--- config.mk ---
export PLATFORM = sky130hd
export DESIGN_NAME = jk_counter
export DESIGN_NICKNAME = d
export VERILOG_FILES = /design/src/rtl/jk_pkg.sv /design/src/rtl/jk_ff_cell.sv /design/src/rtl/jk_counter.sv
export SDC_FILE = /design/constraint.sdc
export NUM_CORES = 1
export LEC_CHECK = 0
export CORE_MARGIN = 5
export CORE_UTILIZATION = 35
export CTS_CLUSTER_DIAMETER = 60
export DETAILED_ROUTE_END_ITERATION = 8
export MAX_ROUTING_LAYER = met4
export PLACE_DENSITY = 0.83
export SLEW_MARGIN = 40
export SYNTH_ARGS = -nofsm -noshare
export SYNTH_HDL_FRONTEND = slang
export SYNTH_SLANG_ARGS = --single-unit
--- constraint.sdc ---
create_clock -name clk -period 2.07 [get_ports clk]
set_clock_uncertainty 0.1 [all_clocks]
set_input_delay 0.414 -clock clk [delete_from_list [all_inputs] [get_ports clk]]
set_output_delay 0.414 -clock clk [all_outputs]
set_load 0.005 [all_outputs]
--- src/rtl/jk_pkg.sv ---
// Shared constants and JK pair encoding used by the JK counter and its bit cells.
package jk_pkg;

    localparam logic MODE_COUNT = 1'b0;
    localparam logic MODE_JK    = 1'b1;

    localparam logic DIR_UP = 1'b1;
    localparam logic DIR_DN = 1'b0;

    typedef enum logic [1:0] {
        JK_HOLD = 2'b00,
        JK_RST  = 2'b01,
        JK_SET  = 2'b10,
        JK_TOG  = 2'b11
    } jk_op_e;

    // Returns the {j, k} input pair that makes a JK cell perform the given operation.
    function automatic logic [1:0] jk_encode(input jk_op_e op);
        logic [1:0] pair;
        case (op)
            JK_RST:  pair = 2'b01;
            JK_SET:  pair = 2'b10;
            JK_TOG:  pair = 2'b11;
            default: pair = 2'b00;
        endcase
        return pair;
    endfunction

endpackage

--- src/rtl/jk_ff_cell.sv ---
// Single JK flip-flop with synchronous reset to a per-bit value and a clock enable.
module jk_ff_cell
    import jk_pkg::*;
(
    input  logic clk,
    input  logic rst,
    input  logic rst_val,
    input  logic ce,
    input  logic j,
    input  logic k,
    output logic q,
    output logic qn
);

    always_ff @(posedge clk) begin
        if (rst) begin
            q <= rst_val;
        end else if (ce) begin
            case ({j, k})
                jk_encode(JK_RST): q <= 1'b0;
                jk_encode(JK_SET): q <= 1'b1;
                jk_encode(JK_TOG): q <= ~q;
                default:           q <= q;
            endcase
        end
    end

    assign qn = ~q;

endmodule

--- src/rtl/jk_counter.sv ---
// Modulo-N up/down counter or raw JK register bank built from WIDTH JK cells;
// the top steers each cell's J/K pair for counting, wrap correction and load.
module jk_counter
    import jk_pkg::*;
#(
    parameter int              WIDTH     = 4,
    parameter longint unsigned MODULUS   = 16,
    parameter longint unsigned RESET_VAL = 0
) (
    input  logic             clk,
    input  logic             rst,
    input  logic             en,
    input  logic             mode,
    input  logic             up_dn,
    input  logic             load,
    input  logic [WIDTH-1:0] load_val,
    input  logic [WIDTH-1:0] j,
    input  logic [WIDTH-1:0] k,
    output logic [WIDTH-1:0] q,
    output logic [WIDTH-1:0] qn,
    output logic             tc,
    output logic             wrapped,
    output logic             load_err
);

    localparam logic [WIDTH-1:0] MAX_VAL    = WIDTH'(MODULUS - 1);
    localparam logic [WIDTH-1:0] RST_Q      = WIDTH'(RESET_VAL);
    localparam bit               FULL_RANGE = (MODULUS == (64'd1 << WIDTH));

    if (WIDTH < 1 || WIDTH > 32) begin : g_bad_width
        $error("jk_counter: WIDTH must be in 1..32");
    end
    if (MODULUS < 2 || MODULUS > (64'd1 << WIDTH)) begin : g_bad_modulus
        $error("jk_counter: MODULUS must be in 2..2**WIDTH");
    end
    if (RESET_VAL >= MODULUS) begin : g_bad_reset
        $error("jk_counter: RESET_VAL must be below MODULUS");
    end

    logic q_out_rng;
    logic load_bad;

    // With a full binary range every WIDTH-bit value is legal.
    if (FULL_RANGE) begin : g_full
        assign q_out_rng = 1'b0;
        assign load_bad  = 1'b0;
    end else begin : g_partial
        assign q_out_rng = (q > MAX_VAL);
        assign load_bad  = (load_val > MAX_VAL);
    end

    logic wrap_up;
    logic wrap_dn;
    logic count_wrap;

    assign wrap_up    = (q == MAX_VAL) | q_out_rng;
    assign wrap_dn    = (q == '0) | q_out_rng;
    assign count_wrap = (up_dn == DIR_UP) ? wrap_up : wrap_dn;

    logic [WIDTH-1:0] j_drv;
    logic [WIDTH-1:0] k_drv;
    logic [WIDTH-1:0] toggle;

    // Ripple carry/borrow: a bit toggles when all lower bits are 1 (up) or 0 (down).
    always_comb begin
        logic carry;
        carry  = 1'b1;
        toggle = '0;
        for (int i = 0; i < WIDTH; i++) begin
            toggle[i] = carry;
            carry     = carry & ((up_dn == DIR_UP) ? q[i] : ~q[i]);
        end
    end

    always_comb begin
        j_drv = '0;
        k_drv = '0;
        if (load) begin
            if (!load_bad) begin
                for (int i = 0; i < WIDTH; i++) begin
                    {j_drv[i], k_drv[i]} = jk_encode(load_val[i] ? JK_SET : JK_RST);
                end
            end
        end else if (en) begin
            if (mode == MODE_JK) begin
                j_drv = j;
                k_drv = k;
            end else if (count_wrap) begin
                // Wrap and out-of-range recovery force the target value bit by bit.
                for (int i = 0; i < WIDTH; i++) begin
                    if (up_dn == DIR_UP) begin
                        {j_drv[i], k_drv[i]} = jk_encode(JK_RST);
                    end else begin
                        {j_drv[i], k_drv[i]} = jk_encode(MAX_VAL[i] ? JK_SET : JK_RST);
                    end
                end
            end else begin
                j_drv = toggle;
                k_drv = toggle;
            end
        end
    end

    for (genvar i = 0; i < WIDTH; i++) begin : g_cell
        jk_ff_cell u_cell (
            .clk     (clk),
            .rst     (rst),
            .rst_val (RST_Q[i]),
            .ce      (load | en),
            .j       (j_drv[i]),
            .k       (k_drv[i]),
            .q       (q[i]),
            .qn      (qn[i])
        );
    end

    assign tc = en & (mode == MODE_COUNT) &
                (((up_dn == DIR_UP) & (q == MAX_VAL)) | ((up_dn == DIR_DN) & (q == '0)));

    always_ff @(posedge clk) begin
        if (rst) begin
            wrapped  <= 1'b0;
            load_err <= 1'b0;
        end else begin
            wrapped  <= ~load & en & (mode == MODE_COUNT) & count_wrap;
            load_err <= load & load_bad;
        end
    end

endmodule

==> results of run 1 <==
logic make-up (layout without fill, tap and decap cells):
group	count (synthesis)	count (layout)
DFF	5	5
and+or+nand+nor	15	15
xor gates and xnor gates	1	1
buffers and inverters	20	50
other	1	1
AOI/OAI and AO/OA	21	21
routing by layer:
| layer | track usage | vias to the layer above | share of wire |
|---|---|---|---|
| met5 | - | - | 0 |
| met4 | 0.0994 | 0 | 0.034 |
| met3 | 0.0156 | 6 | 0.088 |
| met2 | 0.286 | 38 | 0.52 |
| met1 | 0.163 | 256 | 0.36 |
| li1 | - | 278 | - |
flip-flops by register name, summed over array words and instances (netlist names):
name             cells
wrapped              1
g_cell.u_cell.q      4
placed cells by master (no fill, tap or decap), drive strengths merged, types with 2 or more instances in the layout:
cell            n
dfxtp           5
inv            10
nand2           2
buf             9
and3            3
o21ai           6
clkdlybuf4s50  25
dlygate4sd2     2
a31oi           2
a311oi          2
nand3           3
clkbuf          4
a21oi           4
metrics by stage:
stage,instances,worst slack (ps)
2_1_floorplan,63,547
3_3_place_gp,104,-298
3_5_place_dp,104,-380
4_1_cts,108,153
5_1_grt,108,92.4
6_report,108,144
cell type report:
| type | count | area, sq um |
|---|---|---|
| Multi-Input combinational cell | 38 | 275 |
| Inverter | 10 | 37.5 |
| Timing Repair Buffer | 36 | 335 |
| Sequential cell | 5 | 100 |
| Tap cell | 15 | 18.8 |
| Fill cell | 118 | 492 |
| Clock buffer | 4 | 26.3 |
power groups by stage:
stage	registers, mW	logic [mW]	clock network, mW
CTS	0.112	0.136	0.121
floorplan	0.114	0.0647	0
global route	0.114	0.148	0.129
detailed placement	0.113	0.135	0
finish	0.113	0.137	0.117
global placement	0.113	0.132	0
critical path, delay by kind of cell:
kind                   cells  cell delay, ps
buffers and inverters      2             660
and+or+nand+nor            1             200
AOI/OAI and AO/OA          1             140
worst min-delay path by stage:
| stage | cells after the start | start | end |
|---|---|---|---|
| after floorplan | 1 | rst | wrapped$_SDFF_PP0_ |
| after global placement | 2 | g_cell[1].u_cell.q$_SDFFE_PP0P_ | g_cell[1].u_cell.q$_SDFFE_PP0P_ |
| after detailed placement | 2 | g_cell[1].u_cell.q$_SDFFE_PP0P_ | g_cell[1].u_cell.q$_SDFFE_PP0P_ |
| after CTS | 2 | g_cell[1].u_cell.q$_SDFFE_PP0P_ | g_cell[1].u_cell.q$_SDFFE_PP0P_ |
| after global routing | 2 | g_cell[1].u_cell.q$_SDFFE_PP0P_ | g_cell[1].u_cell.q$_SDFFE_PP0P_ |
| final | 2 | g_cell[1].u_cell.q$_SDFFE_PP0P_ | g_cell[1].u_cell.q$_SDFFE_PP0P_ |
==> qor.csv, run 1 <==
stage,metric,value,unit
run_status,status,"complete, but fails checks",
run_status,violations,DRC,
placement,hpwl,1.15,mm
finish,utilization,0.617,
timing,setup_tns,0,ps
power_and_ir_drop,swShare,0.289,
power_and_ir_drop,p_switching,0.106,mW
worst_setup_path,worstPathArrival,1410,ps
yosys,synth-xor-area-share,0.0187,
yosys,ys_top_cells_by_area,"dfxtp_1 21%, buf_4 16%, inv_1 8.0%",
worst_setup_path,critPathMaxFanout,2,
power_and_ir_drop,leakage,0.331,nW
drt,dr.pass1.iters,6,
floorplan,io_pins,29,
clock_network,cts_tree,done,
clock_network,cts.path.max_buffers,2,
worst_setup_path,cp_cell_sequence,clkdlybuf4s50_1 > nand2b_1 > a21oi_2 > dlygate4sd2_1,
drt,drt_iter0_drc,15,
yosys,synth_flop_cell,dfxtp_1,
clock_network,clkTransAtPathRegs,50,ps
floorplan,die-area,2170,sq um
hold_path,hp-class,reg2reg,
yosys,yosysTopAreaCell,dfxtp_1,
power_and_ir_drop,powerDensity,462,nW/um^2
yosys,ys_async_sr_fraction,0,
yosys,muxShareOfSynthArea,0,
finish,diodes,0,
yosys,synth_top_family_by_area,compound AO/OA/AOI/OAI gates,
power_and_ir_drop,combPwrFrac,0.373,
worst_setup_path,crit_start,mode,
yosys,synth-edff-count,0,
yosys,synthCells,63,
drt,wl,1.48,mm
timing,rsz0062_at_grt,false,
worst_setup_path,crit_end,tc,
power_and_ir_drop,p_clk_frac,0.319,
clock_network,cts_resized,6,
finish,syn_to_final_growth,69.1,%
placement,dpl-instance-area,751,sq um
floorplan,core_area,1280,sq um
worst_setup_path,r2r-end,g_cell[3].u_cell.q$_SDFFE_PP0P_,
worst_setup_path,slowest_delay,410,ps
clock_network,clk_latency,240,ps
timing,finalCriticalPeriod,1930,ps
clock_network,post-cts-setup-buffers,0,
yosys,netlist.area_leader.share,0.213,
timing,fmax,0.519,GHz
timing,finalMaxSlewViolations,0,
finish,fin_area,793,sq um
worst_setup_path,startpoint_type,input pin,
worst_setup_path,critPathCaptureType,output pin,
yosys,yosys.area_share.simple,0.192,
global_routing,grt_max_degree,9,
global_routing,grt.overflow.total,0,
power_and_ir_drop,power_frac_seq,0.308,
worst_setup_path,reg2regPathDepth,5,
clock_network,numClockSinks,5,
worst_setup_path,crit_required,1560,ps
yosys,syn-num-nets,81,
timing,whs,533,ps
floorplan,initial_core_util,0.365,
yosys,synthAdderAreaFrac,0,
worst_setup_path,r2r_start,g_cell[1].u_cell.q$_SDFFE_PP0P_,
worst_setup_path,rrSetupSlack,370,ps
timing,setup_viol,0,
yosys,yosysSeqAreaShare,0.213,
timing,fin_crit_sh,0.930,
timing,hold_viol,0,
clock_network,cts_inserted_buffers,3,
finish,drive_gt1_frac,0.215,
clock_network,cts-root-buf,clkbuf_4,
drt,ant_nets,0,
yosys,syn_avg_cell_area,7.45,sq um
drt,drc_errors,2,
worst_setup_path,critical_path.slowest_cell,clkdlybuf4s50_1,
finish,nets,112,
power_and_ir_drop,intPower,0.261,mW
global_routing,grt_pass1_vias,591,
drt,vias_per_cell,5.35,
job,cap_violations,0,
floorplan,fp.dieW,46.6,microns
yosys,synth_compound_area_frac,0.328,
yosys,ys_types,27,
power_and_ir_drop,p_total,0.367,mW
yosys,synthesis.area,469,sq um
yosys,synth-warning-count,0,
worst_setup_path,worstSetupPathType,in2out,
floorplan,rows,13,
yosys,ys_top_cells_by_count,"10 x buf_4, 10 x inv_1, 5 x dfxtp_1, 5 x o21ai_0, 4 x a21oi_1",
global_routing,grt_pass1_wl,2.39,mm
floorplan,fp.dieH,46.6,microns
drt,vias,578,
placement,globalplace.congestion,0.870,
placement,numPortBuffers,27,
power_and_ir_drop,ir_worst_vdd,0.000249,V
drt,route.detailed.wl_per_inst,13.7,microns
global_routing,grt_antenna_before_repair,0,
clock_network,htreeDepth,1,
yosys,ys_ff_latch,5,
clock_network,hold_buffers,0,
global_routing,grt_use_total,0.159,
Power figures use the tool's default switching activity.
==> run 2: changes to the inputs <==
Settings changed: GPL_TIMING_DRIVEN set to 0, PLACE_DENSITY 0.83 to 0.86.
==> run 2 against run 1 <==
The flow now finishes without violations; combinational power down 3%; sequential share of layout area is 0.32 points higher; sequential power rose by 4%; critical path depth down 1; first-iteration DRC count rose by 33%; die area unchanged; power rose by 0.85%; final cell count unchanged; design area unchanged; sequential cell count is the same.
==> qor.csv, run 2 (synthesis results as in run 1) <==
stage,metric,value,unit,change
timing,finalMaxSlewViolations,0,,unchanged
finish,drive_gt1_frac,0.258,,was 0.215
run_status,status,finished clean,,"was complete, but fails checks"
global_routing,grt_use_total,0.138,,was 0.159
global_routing,grt_max_degree,10,,was 9
drt,drt_iter0_drc,20,,was 15
worst_setup_path,worstPathArrival,1410,ps,about the same
placement,hpwl,1.03,mm,was 1.15 mm
floorplan,core_area,1280,sq um,unchanged
timing,fin_crit_sh,0.929,,was 0.930
timing,finalCriticalPeriod,1920,ps,was 1930 ps
finish,top_regs,"g_cell.u_cell.q: 4 flops, wrapped: 1 flops",,unchanged
clock_network,clkTransAtPathRegs,50,ps,about the same
global_routing,grt_pass1_wl,2.12,mm,was 2.39 mm
finish,nFillCells,120,,was 118
job,cap_violations,0,,unchanged
power_and_ir_drop,leakage,0.336,nW,was 0.331 nW
worst_setup_path,r2r-end,g_cell[3].u_cell.q$_SDFFE_PP0P_,,unchanged
timing,hold_viol,0,,unchanged
worst_setup_path,worstSetupPathType,reg2out,,was in2out
timing,fmax,0.520,GHz,was 0.519 GHz
floorplan,fp.dieW,46.6,microns,unchanged
worst_setup_path,slowest_delay,440,ps,was 410 ps
finish,mostFrequentLayoutCell,clkdlybuf4s50_1,,unchanged
finish,regMostFlops,g_cell.u_cell.q,,unchanged
finish,final_cell_mix,"22 x clkdlybuf4s50_1, 10 x inv_1, 10 x buf_4",,"was 25 x clkdlybuf4s50_1, 10 x inv_1, 9 x buf_4"
clock_network,post-cts-setup-buffers,0,,unchanged
finish,utilization,0.617,,unchanged
floorplan,io_pins,29,,unchanged
worst_setup_path,cp.buffers_inverters,3,,was 2
timing,rsz0062_at_grt,false,,unchanged
timing,setup_tns,0,ps,unchanged
worst_setup_path,crit_required,1560,ps,about the same
clock_network,cts.path.max_buffers,2,,unchanged
power_and_ir_drop,powerDensity,466,nW/um^2,was 462 nW/um^2
clock_network,htreeDepth,1,,unchanged
finish,diodes,0,,unchanged
finish,regArea,103,sq um,was 100 sq um
timing,whs,328,ps,was 533 ps
worst_setup_path,crit_family,buffers and inverters,,unchanged
finish,largest_reg_flops,4,,unchanged
hold_path,hold_start,load,,was g_cell[1].u_cell.q$_SDFFE_PP0P_
drt,drc_errors,0,,was 2
placement,globalplace.congestion,0.793,,was 0.870
clock_network,cts_inserted_buffers,3,,unchanged
clock_network,numClockSinks,5,,unchanged
clock_network,cts_tree,done,,unchanged
drt,route.detailed.wl_per_inst,12.8,microns,was 13.7 microns
finish,stdcell_count,108,,unchanged
finish,syn_to_final_growth,69.1,%,unchanged
worst_setup_path,startpoint_type,flip-flop,,was input pin
worst_setup_path,cp_cell_sequence,inv_1 > buf_4 > clkdlybuf4s50_1,,was clkdlybuf4s50_1 > nand2b_1 > a21oi_2 > dlygate4sd2_1
drt,dr.pass1.iters,5,,was 6
worst_setup_path,critical_path.slowest_cell,dfxtp_1,,was clkdlybuf4s50_1
global_routing,grt.overflow.total,0,,unchanged
power_and_ir_drop,ir_worst_vdd,0.000178,V,was 0.000249 V
clock_network,cts-root-buf,clkbuf_4,,unchanged
hold_path,hp-class,in2reg,,was reg2reg
floorplan,die-area,2170,sq um,unchanged
clock_network,clk_latency,250,ps,was 240 ps
floorplan,fp.dieH,46.6,microns,unchanged
drt,wl,1.38,mm,was 1.48 mm
floorplan,rows,13,,unchanged
timing,setup_viol,0,,unchanged
worst_setup_path,critPathCaptureType,output pin,,unchanged
worst_setup_path,critPathMaxFanout,7,,was 2
worst_setup_path,rrSetupSlack,440,ps,was 370 ps
drt,ant_nets,0,,unchanged
global_routing,grt_pass1_vias,504,,was 591
worst_setup_path,reg2regPathDepth,4,,was 5
floorplan,initial_core_util,0.365,,unchanged
placement,dp.cells,104,,unchanged
drt,vias,558,,was 578
finish,nets,112,,unchanged
finish,multi_input_comb_area,275,sq um,unchanged
hold_path,min_to,g_cell[3].u_cell.q$_SDFFE_PP0P_,,was g_cell[1].u_cell.q$_SDFFE_PP0P_
placement,numPortBuffers,26,,was 27
global_routing,grt_antenna_before_repair,0,,unchanged
worst_setup_path,r2r_start,g_cell[2].u_cell.q$_SDFFE_PP0P_,,was g_cell[1].u_cell.q$_SDFFE_PP0P_
hold_path,holdPathStages,2,,unchanged
drt,vias_per_cell,5.17,,was 5.35
[run 2: cell types whose count changed in the layout (fill, tap and decap cells not counted), sizes merged]
cell           change
buf                +1
clkdlybuf4s15      +1
clkdlybuf4s50      -3
dlygate4sd2        +1
[run 2: stage by stage]
stage | worst slack, ps | instance area, sq um | total power, mW
after floorplan | 547 | 469 | 0.179
after global placement | -460 | 748 | 0.247
after detailed placement | -470 | 748 | 0.250
after CTS | 160 | 793 | 0.370
after global routing | 83.5 | 793 | 0.389
final | 146 | 793 | 0.370
[run 2: worst max-delay path by stage]
| stage | startpoint | endpoint | depth (start not counted) |
|---|---|---|---|
| 4_1_cts | g_cell[2].u_cell.q$_SDFFE_PP0P_ | qn[2] | 3 |
| 5_1_grt | g_cell[2].u_cell.q$_SDFFE_PP0P_ | qn[2] | 3 |
| 3_3_place_gp | up_dn | tc | 5 |
| 2_1_floorplan | g_cell[2].u_cell.q$_SDFFE_PP0P_ | g_cell[3].u_cell.q$_SDFFE_PP0P_ | 4 |
| 3_5_place_dp | up_dn | tc | 5 |
| 6_report | g_cell[2].u_cell.q$_SDFFE_PP0P_ | qn[2] | 3 |
[run 2: repair_timing]
action	4_1_cts	5_1_grt
endpoints found under the setup margin	1	0
hold buffers	0	0
gates resized for setup	12	0
[run 2: cell type report]
type                       count  share of cell area
inverter                      10              0.0473
buffer                        10              0.0946
multi-input combinational     38               0.347
clock buffer                   4              0.0331
sequential                     5               0.129
timing repair buffer          26               0.325
tap                           15              0.0237
[run 2: routing by layer]
| layer | vias to the layer above | GRT usage | part of all wire |
|---|---|---|---|
| met3 | 0 | 0.00391 | 0.083 |
| met1 | 256 | 0.161 | 0.42 |
| met2 | 25 | 0.239 | 0.50 |
| met4 | 0 | 0.0663 | 0 |
| met5 | - | - | 0 |
| li1 | 277 | - | - |
[run 2: report_power, final]
group / internal (mW) / total (mW) / switching, mW
clock network: 0.0732 / 0.119 / 0.0454
registers: 0.104 / 0.118 / 0.0137
logic: 0.0866 / 0.133 / 0.0466
